## config.mk

```make
export PLATFORM = sky130hd
export DESIGN_NAME = pos_logic_pipe_flat
export DESIGN_NICKNAME = d
export VERILOG_FILES = /design/src/rtl/pos_logic_pipe_if.sv /design/src/rtl/pos_logic_pipe.sv /design/src/flat_wrapper.sv
export SDC_FILE = /design/constraint.sdc
export NUM_CORES = 1
export LEC_CHECK = 0
export ABC_AREA = 1
export BUFFER_PORTS_ARGS = -buffer_cell sky130_fd_sc_hd__buf_2
export CORE_MARGIN = 2
export CORE_UTILIZATION = 50
export DETAILED_ROUTE_END_ITERATION = 7
export GPL_TIMING_DRIVEN = 0
export PLACE_DENSITY_LB_ADDON = 0.25
export SYNTH_ARGS = -nofsm -noshare
export SYNTH_HDL_FRONTEND = slang
export SYNTH_SLANG_ARGS = --single-unit
```

## constraint.sdc

```tcl
create_clock -name clk -period 2.1 [get_ports clk]
set_input_delay 0.21 -clock clk [delete_from_list [all_inputs] [get_ports clk]]
set_output_delay 0.21 -clock clk [all_outputs]
set_load 0.1 [all_outputs]
```

## src/rtl/pos_logic_pipe_if.sv

```systemverilog
// Interface bundling the operand/result handshake of pos_logic_pipe.
// Optional POPCNT signal present only when POS_LOGIC_POPCNT_EN is defined.
//
// Handshake (both directions): a beat transfers on a rising clock edge
// when valid && ready are both high in the cycle before that edge.
// - The producer holds valid and its payload until the beat transfers.
// - valid never depends on ready.
// - ready may depend on downstream ready, but never on valid.
`timescale 1ns/100ps

interface pos_logic_pipe_if #(
  parameter int WIDTH = 16
);
`ifdef POS_LOGIC_POPCNT_EN
  localparam int PCW = $clog2(WIDTH + 1);
`endif

  logic             in_valid;
  logic             in_ready;
  logic [WIDTH-1:0] a;
  logic [WIDTH-1:0] b;
  logic [2:0]       op;
  logic             out_valid;
  logic             out_ready;
  logic [WIDTH-1:0] out;
  logic             zero;
  logic             parity;
`ifdef POS_LOGIC_POPCNT_EN
  logic [PCW-1:0]   popcnt;
`endif

`ifdef POS_LOGIC_POPCNT_EN
  // Producer/consumer side: supplies operands and accepts results.
  modport master (
    output in_valid, a, b, op, out_ready,
    input  in_ready, out_valid, out, zero, parity, popcnt
  );

  // Logic unit side.
  modport slave (
    input  in_valid, a, b, op, out_ready,
    output in_ready, out_valid, out, zero, parity, popcnt
  );
`else
  // Producer/consumer side: supplies operands and accepts results.
  modport master (
    output in_valid, a, b, op, out_ready,
    input  in_ready, out_valid, out, zero, parity
  );

  // Logic unit side.
  modport slave (
    input  in_valid, a, b, op, out_ready,
    output in_ready, out_valid, out, zero, parity
  );
`endif

endinterface

```

## src/rtl/pos_logic_pipe.sv

```systemverilog
// pos_logic_pipe: pipelined bitwise logic unit with ZERO/PARITY flags.
// Stage 1 evaluates the operation and flags; stages 2..STAGES only delay
// result+flags+valid. Each stage has its own backpressure so bubbles
// collapse while the output is stalled.
// Optional feature macro: POS_LOGIC_POPCNT_EN adds a POPCNT output that
// travels with the beat.
`timescale 1ns/100ps

module pos_logic_pipe #(
  parameter int WIDTH  = 16,
  parameter int STAGES = 2
) (
  input  logic           clk,
  input  logic           rst_n,
  pos_logic_pipe_if.slave bus
);

  // Reject illegal configurations at elaboration time.
  generate
    if (WIDTH < 1 || WIDTH > 64 || STAGES < 1 || STAGES > 4) begin : g_bad_params
      $error("pos_logic_pipe: WIDTH must be 1..64 and STAGES 1..4");
    end
  endgenerate

`ifdef POS_LOGIC_POPCNT_EN
  localparam int PCW = $clog2(WIDTH + 1);
`endif

  // Operation codes.
  localparam logic [2:0] OP_AND   = 3'b000;
  localparam logic [2:0] OP_OR    = 3'b001;
  localparam logic [2:0] OP_XOR   = 3'b010;
  localparam logic [2:0] OP_XNOR  = 3'b011;
  localparam logic [2:0] OP_NAND  = 3'b100;
  localparam logic [2:0] OP_NOR   = 3'b101;
  localparam logic [2:0] OP_NOTA  = 3'b110;
  localparam logic [2:0] OP_ANDNB = 3'b111;

  // Stage-1 combinational result.
  logic [WIDTH-1:0] res_d;
  logic             zero_d;
  logic             parity_d;
`ifdef POS_LOGIC_POPCNT_EN
  logic [PCW-1:0]   popcnt_d;
`endif

  // Per-stage registers; index 1 is the compute stage, STAGES drives the outputs.
  logic [STAGES:1]  vld_q;
  logic [WIDTH-1:0] res_q    [1:STAGES];
  logic             zero_q   [1:STAGES];
  logic             parity_q [1:STAGES];
`ifdef POS_LOGIC_POPCNT_EN
  logic [PCW-1:0]   popcnt_q [1:STAGES];
`endif

  // rdy[k]: stage k may load this cycle (it is empty or its beat moves on).
  logic [STAGES:1]  rdy;
  logic             rdy_chain;

  // Evaluate the selected bitwise operation and its flags.
  always_comb begin
    res_d = '0;
    case (bus.op)
      OP_AND:   res_d = bus.a & bus.b;
      OP_OR:    res_d = bus.a | bus.b;
      OP_XOR:   res_d = bus.a ^ bus.b;
      OP_XNOR:  res_d = ~(bus.a ^ bus.b);
      OP_NAND:  res_d = ~(bus.a & bus.b);
      OP_NOR:   res_d = ~(bus.a | bus.b);
      OP_NOTA:  res_d = ~bus.a;
      OP_ANDNB: res_d = bus.a & ~bus.b;
      default:  res_d = '0;
    endcase
    zero_d   = ~|res_d;
    parity_d = ^res_d;
  end

`ifdef POS_LOGIC_POPCNT_EN
  // Count the ones in the stage-1 result.
  always_comb begin
    popcnt_d = '0;
    for (int i = 0; i < WIDTH; i++) begin
      popcnt_d = popcnt_d + PCW'(res_d[i]);
    end
  end
`endif

  // Backpressure chain, walked from the output back towards the input:
  // a stage is ready if it or any stage after it is empty, or the
  // consumer takes the last beat. No dependence on in_valid.
  always_comb begin
    rdy       = '0;
    rdy_chain = bus.out_ready;
    for (int k = STAGES; k >= 1; k--) begin
      rdy_chain = rdy_chain | ~vld_q[k];
      rdy[k]    = rdy_chain;
    end
  end

  // Stage registers: load from the previous stage whenever ready; payload
  // only updates when a valid beat arrives, stale data is harmless.
  always_ff @(posedge clk or negedge rst_n) begin
    if (!rst_n) begin
      vld_q <= '0;
      for (int k = 1; k <= STAGES; k++) begin
        res_q[k]    <= '0;
        zero_q[k]   <= 1'b0;
        parity_q[k] <= 1'b0;
`ifdef POS_LOGIC_POPCNT_EN
        popcnt_q[k] <= '0;
`endif
      end
    end else begin
      if (rdy[1]) begin
        vld_q[1] <= bus.in_valid;
        if (bus.in_valid) begin
          res_q[1]    <= res_d;
          zero_q[1]   <= zero_d;
          parity_q[1] <= parity_d;
`ifdef POS_LOGIC_POPCNT_EN
          popcnt_q[1] <= popcnt_d;
`endif
        end
      end
      for (int k = 2; k <= STAGES; k++) begin
        if (rdy[k]) begin
          vld_q[k] <= vld_q[k-1];
          if (vld_q[k-1]) begin
            res_q[k]    <= res_q[k-1];
            zero_q[k]   <= zero_q[k-1];
            parity_q[k] <= parity_q[k-1];
`ifdef POS_LOGIC_POPCNT_EN
            popcnt_q[k] <= popcnt_q[k-1];
`endif
          end
        end
      end
    end
  end

  assign bus.in_ready  = rdy[1];
  assign bus.out_valid = vld_q[STAGES];
  assign bus.out       = res_q[STAGES];
  assign bus.zero      = zero_q[STAGES];
  assign bus.parity    = parity_q[STAGES];
`ifdef POS_LOGIC_POPCNT_EN
  assign bus.popcnt    = popcnt_q[STAGES];
`endif

endmodule
```

## src/flat_wrapper.sv

```systemverilog
// flat-port wrapper written by rule: the top's interface ports become plain ports
module pos_logic_pipe_flat 
#(
  parameter int WIDTH  = 16,
  parameter int STAGES = 2
)
  (clk, rst_n, bus_in_valid, bus_a, bus_b, bus_op, bus_out_ready, bus_in_ready, bus_out_valid, bus_out, bus_zero, bus_parity);
  pos_logic_pipe_if #(.WIDTH(WIDTH)) bus_i ();
  input  logic clk;
  input  logic rst_n;
  input wire logic [$bits(bus_i.in_valid)-1:0] bus_in_valid;
  input wire logic [$bits(bus_i.a)-1:0] bus_a;
  input wire logic [$bits(bus_i.b)-1:0] bus_b;
  input wire logic [$bits(bus_i.op)-1:0] bus_op;
  input wire logic [$bits(bus_i.out_ready)-1:0] bus_out_ready;
  output wire logic [$bits(bus_i.in_ready)-1:0] bus_in_ready;
  output wire logic [$bits(bus_i.out_valid)-1:0] bus_out_valid;
  output wire logic [$bits(bus_i.out)-1:0] bus_out;
  output wire logic [$bits(bus_i.zero)-1:0] bus_zero;
  output wire logic [$bits(bus_i.parity)-1:0] bus_parity;
  assign bus_i.in_valid = bus_in_valid;
  assign bus_i.a = bus_a;
  assign bus_i.b = bus_b;
  assign bus_i.op = bus_op;
  assign bus_i.out_ready = bus_out_ready;
  assign bus_in_ready = bus_i.in_ready;
  assign bus_out_valid = bus_i.out_valid;
  assign bus_out = bus_i.out;
  assign bus_zero = bus_i.zero;
  assign bus_parity = bus_i.parity;
  pos_logic_pipe #(.WIDTH(WIDTH), .STAGES(STAGES)) u_core (.clk(clk), .rst_n(rst_n), .bus(bus_i));
endmodule
```

== After elaboration in Yosys (flattened, before gate mapping) ==
Cells that the tools add are included.
Widths: inputs -> output; s select.

* Flip-flop bits (word level): 38
* Output and inout bits: 20
* Logic and storage cells: 35

* Eq/ne operators: 7
* Mux-type cells: 1
* Bitwise logic cells: 13
* Reductions and logical operators: 6

{| class="wikitable"
|+ Operator list
! cell !! number
|-
| $pmux 16 s8 || 1
|-
| $not 16->16 || 5
|-
| $and 16x16->16 || 2
|-
| $or 16x16->16 || 1
|-
| $reduce_or 16->1 || 1
|-
| $reduce_xor 16->1 || 1
|-
| $xor 16x16->16 || 1
|-
| $eq 3x3->1 const B || 4
|-
| $eq 3x2->1 const B || 2
|-
| $reduce_and 2->1 || 2
|-
| $eq 3x1->1 const B || 1
|-
| $logic_not 3->1 || 1
|-
| $not 1->1 || 2
|-
| $or 1x1->1 || 2
|-
| $logic_not 1->1 || 1
|}

== Depth between registers and ports, before layout ==
* Depth in word-level cells: 5
* Depth in mapped cells: 15

== Worst setup path after synthesis ==
OpenSTA, ideal clock, no wires.

* Path kind: reg-to-reg
* Start point: register u_core.vld_q[2] (netlist name)
* End point: register u_core.parity_q[1] (netlist name)
* Arrival: 2.873 ns
* Required time: 1.982 ns
* Path slack: -0.891 ns
* Stages on the path, launching flop included: 7
* Period minus slack after synthesis: 2.991 ns
* Path through: dfrtp_1 nand3_1 nand2_1 clkinv_1 clkbuf_1 nand3_1 nand2_1

* Cells in the longest elaborated chain, start to end: 4

{| class="wikitable"
|+ RTL lines
! what !! line !! RTL
|-
| start, declared || pos_logic_pipe.sv:48 || <nowiki>logic [STAGES:1] vld_q;</nowiki>
|-
| start signal, assigned by index || pos_logic_pipe.sv:127 || <nowiki>vld_q[k] <= vld_q[k-1];</nowiki>
|-
| $not 1->1 || pos_logic_pipe.sv:95 || <nowiki>rdy_chain = rdy_chain | ~vld_q[k];</nowiki>
|-
| $or 1x1->1 (2 in series) || pos_logic_pipe.sv:95 ||
|-
| named net bus_in_ready || flat_wrapper.sv:16 || <nowiki>output wire logic [$bits(bus_i.in_ready)-1:0] bus_in_ready;</nowiki>
|-
| $reduce_and 2->1 (no line) || n/a ||
|-
| end signal, assigned by index || pos_logic_pipe.sv:131 || <nowiki>parity_q[k] <= parity_q[k-1];</nowiki>
|-
| end, declared || pos_logic_pipe.sv:51 || <nowiki>logic parity_q [1:STAGES];</nowiki>
|}

The timed path passes the listed nets, and every way through them passes these cells.
A chain may end at the register's enable or synchronous reset.

== Worst setup path after layout ==
* Start point: input port bus_op[1]
* End point: register u_core.parity_q[1] (netlist name)

* Cells in the longest elaborated chain, start to end: 3

{| class="wikitable"
|+ RTL lines
! what !! line !! RTL
|-
| start, declared || flat_wrapper.sv:14 || <nowiki>input wire logic [$bits(bus_i.op)-1:0] bus_op;</nowiki>
|-
| $eq 3x3->1 (tied with other cells) || pos_logic_pipe.sv:63 || <nowiki>case (bus.op)</nowiki>
|-
| $pmux 16 s8 (*) || pos_logic_pipe.sv:63 ||
|-
| $reduce_xor 16->1 (*) || pos_logic_pipe.sv:75 || <nowiki>parity_d = ^res_d;</nowiki>
|}

Every way passes the cells marked *; elsewhere a longest branch is shown, timed or not.

==> impl_metrics.ini <==
[run_status]
status = complete, no violations

[yosys]
synth_top_family_by_area = simple AND/OR/NAND/NOR gates
netlist_area_um2 = 3990
yosys_warnings = 0
syn_inst = 576
synth_xor_xnor_area_share_pct = 1.76
synth-adder-area-share_pct = 17.6
avgSynthCellArea_um2 = 6.93
ys_types = 20
synthMuxAreaShare_pct = 5.08
yosysSeqAreaShare_pct = 23.8
syn_nets = 671
yosys.area_share.simple_pct = 37.8
synth_compound_area_share_pct = 0.439
ys_ff_latch = 38

[timing]
hold_violations = 0
fin_crit_sh_pct = 95.4
period_needed_ns = 2.00
skew_ns = 0.00635
clock.fmax_mhz = 499
worst_pin_slew_ns = 0.812
finalMaxSlewViolations = 0
max_slew_margin_pct = 45.9
setup_viol = 0
fin_ws_ns = 0.0956

[power]
ir_drop_mv = 0.338
power.density_nw_per_um2 = 831
leakagePower_uw = 0.00278

[global_routing]
grt_pass1_vias = 3757
grt_antenna_before_repair = 0
grt_max_degree = 39
grt_use_total_pct = 26.5
gr-total-overflow = 0
grt_pass1_wl_um = 18300

[critical_path]
worstPathRequired_ns = 2.28
r2r_cells = 4
r2r_slack_ns = 0.48
cp_max_fo = 10
endpoint_kind = flip-flop
reg2reg_to = u_core.bus.out[8]$_DFFE_PN0P_
rr_startpoint = u_core.vld_q[2]$_DFFE_PN0P_
arrival_ns = 2.18
start_kind = primary input
worstSetupPathType = primary input to flip-flop

[detailed_routing]
via_per_inst = 5.43
drt_pre_antenna_iters = 5
vias = 4060
routedWlPerCell_um = 15.1
drt-initial-drc-count = 218
drcViolationCount = 0
antenna_left = 0
finalWirelength_um = 11300

[clocking]
clock_latency_ns = 0.29
cts_tree = yes
clock-sinks = 38
h-tree-depth = 2
clk_pin_slew_ns = 0.07
numCtsBuffers = 5
clock_path_buffers = 2
cts_root_buf = clkbuf_8

[place]
dp_hpwl_um = 8350
dp_slack_ns = -0.530
io_buffers = 58
place_congestion = 0.926
placed_cell_area_um2 = 4420

[layout]
area.growth.synth_to_final_pct = 17.6
antenna_cells = 0
nNetsFinal = 740
final_common_cell = nand2_1
final_cell_mix = 181 x nand2_1, 69 x inv_1, 64 x nand4_1, 64 x buf_2, 54 x ha_1
fin_area_um2 = 4690
drive_above_1_share_pct = 22.8

[die]
coreArea_um2 = 7730
die_w_um = 93.3
start_util_pct = 51.7
die-area_um2 = 8710
die_height_um = 93.3
rows = 32
io_pins = 59

[flow_run]
cap_violations = 0

[worst_hold_path]
hold_class = primary input to async pin
## metal layers
metal	part of all wire, %	wire length [µm]	global-route usage (%)
met1	42	4780	35.6
met2	47	5290	44.5
met3	8.1	919	2.10
met4	2.6	297	9.80
met5	0	0	0
## sequential cells by signal, summed over array words and instances (netlist names)
register	flops
u_core.bus.out	16
u_core.bus.parity	1
u_core.bus.zero	1
u_core.parity_q	1
u_core.res_q	16
u_core.vld_q	2
u_core.zero_q	1
## how the worst max path moves through the flow
stage | from | end | slack, ns | cells after the start
floorplan | u_core.vld_q[2]$_DFFE_PN0P_ | u_core.parity_q[1]$_DFFE_PN0P_ | 0.15 | 6
global placement | bus_op[0] | u_core.parity_q[1]$_DFFE_PN0P_ | -0.55 | 16
detailed placement | bus_op[0] | u_core.parity_q[1]$_DFFE_PN0P_ | -0.53 | 16
CTS | bus_op[0] | u_core.parity_q[1]$_DFFE_PN0P_ | 0.01 | 16
global route | bus_op[2] | u_core.parity_q[1]$_DFFE_PN0P_ | -0.02 | 15
finish | bus_op[1] | u_core.parity_q[1]$_DFFE_PN0P_ | 0.1 | 15
## stage by stage
step | hold WS, ns | total power, µW | utilization [%] | TNS (ns) | cells
floorplan | -0.0856 | 2940 | - | 0 | 576
global placement | 0.341 | 3300 | 57.2 | -0.564 | 736
detailed placement | 0.356 | 3330 | 57.2 | -0.530 | 736
CTS | 0.0456 | 3840 | 58.9 | 0 | 744
global route | 0.0836 | 4140 | 60.7 | -0.0166 | 748
finish | 0.0160 | 3900 | 60.7 | 0 | 748
## power breakdown
group	internal, µW	switching [µW]	total [µW]
clock network	236	234	469
logic	696	1700	2390
registers	935	103	1040
## cells in the mapped netlist (all sizes together)
| cell type | count | area, µm² |
|---|---|---|
| buf | 37 | 224 |
| clkbuf | 10 | 37.5 |
| clkinv | 2 | 7.51 |
| dfrtp | 38 | 951 |
| ha | 56 | 701 |
| inv | 72 | 270 |
| mux2 | 18 | 203 |
| nand2 | 182 | 683 |
| nand3 | 35 | 175 |
| nand3b | 14 | 105 |
| nand4 | 64 | 400 |
| nor2 | 37 | 146 |
| o21ai | 2 | 10.0 |
| o31ai | 1 | 7.51 |
| xnor2 | 4 | 35.0 |
| xor2 | 4 | 35.0 |
## critical path, cell delays in order
cell and delay (ns):
buf_2 0.20, buf_6 0.20, clkbuf_4 0.24, nand4_1 0.12, nand2_1 0.08, nor2_1 0.04, nand2_1 0.10, nand2_1 0.07
ha_1 0.37, xor2_2 0.24, nand2_1 0.07, nand2_1 0.07, nand2_1 0.05, nand3_1 0.07, nand2_1 0.05
## repair_timing
action                     in CTS  in global routing
setup endpoints to repair       1                  1
setup buffers                   0                  4
hold buffers                    0                  0
resized for setup              16                 42
pin swaps                       0                  7
gates cloned                    0                  0
## cells by family (layout without fill, tap and decap cells)
| family | count (synthesis) | in the layout |
|---|---|---|
| buffers and inverters | 121 | 191 |
| muxes | 18 | 18 |
| xor gates and xnor gates | 8 | 8 |
| adders and majority gates | 56 | 56 |
| DFF | 38 | 38 |
| and+or+nand+nor | 332 | 332 |
| AOI/OAI and AO/OA | 3 | 3 |
## cell type report
| type | count | area (µm²) |
|---|---|---|
| inverter | 74 | 282 |
| clock buffer | 8 | 80.1 |
| tap | 102 | 128 |
| fill | 745 | 3040 |
| multi-input combinational | 417 | 2600 |
| sequential | 38 | 952 |
| timing repair buffer | 62 | 320 |
| buffer | 47 | 332 |
No activity file was read; power rests on OpenSTA's default activity.
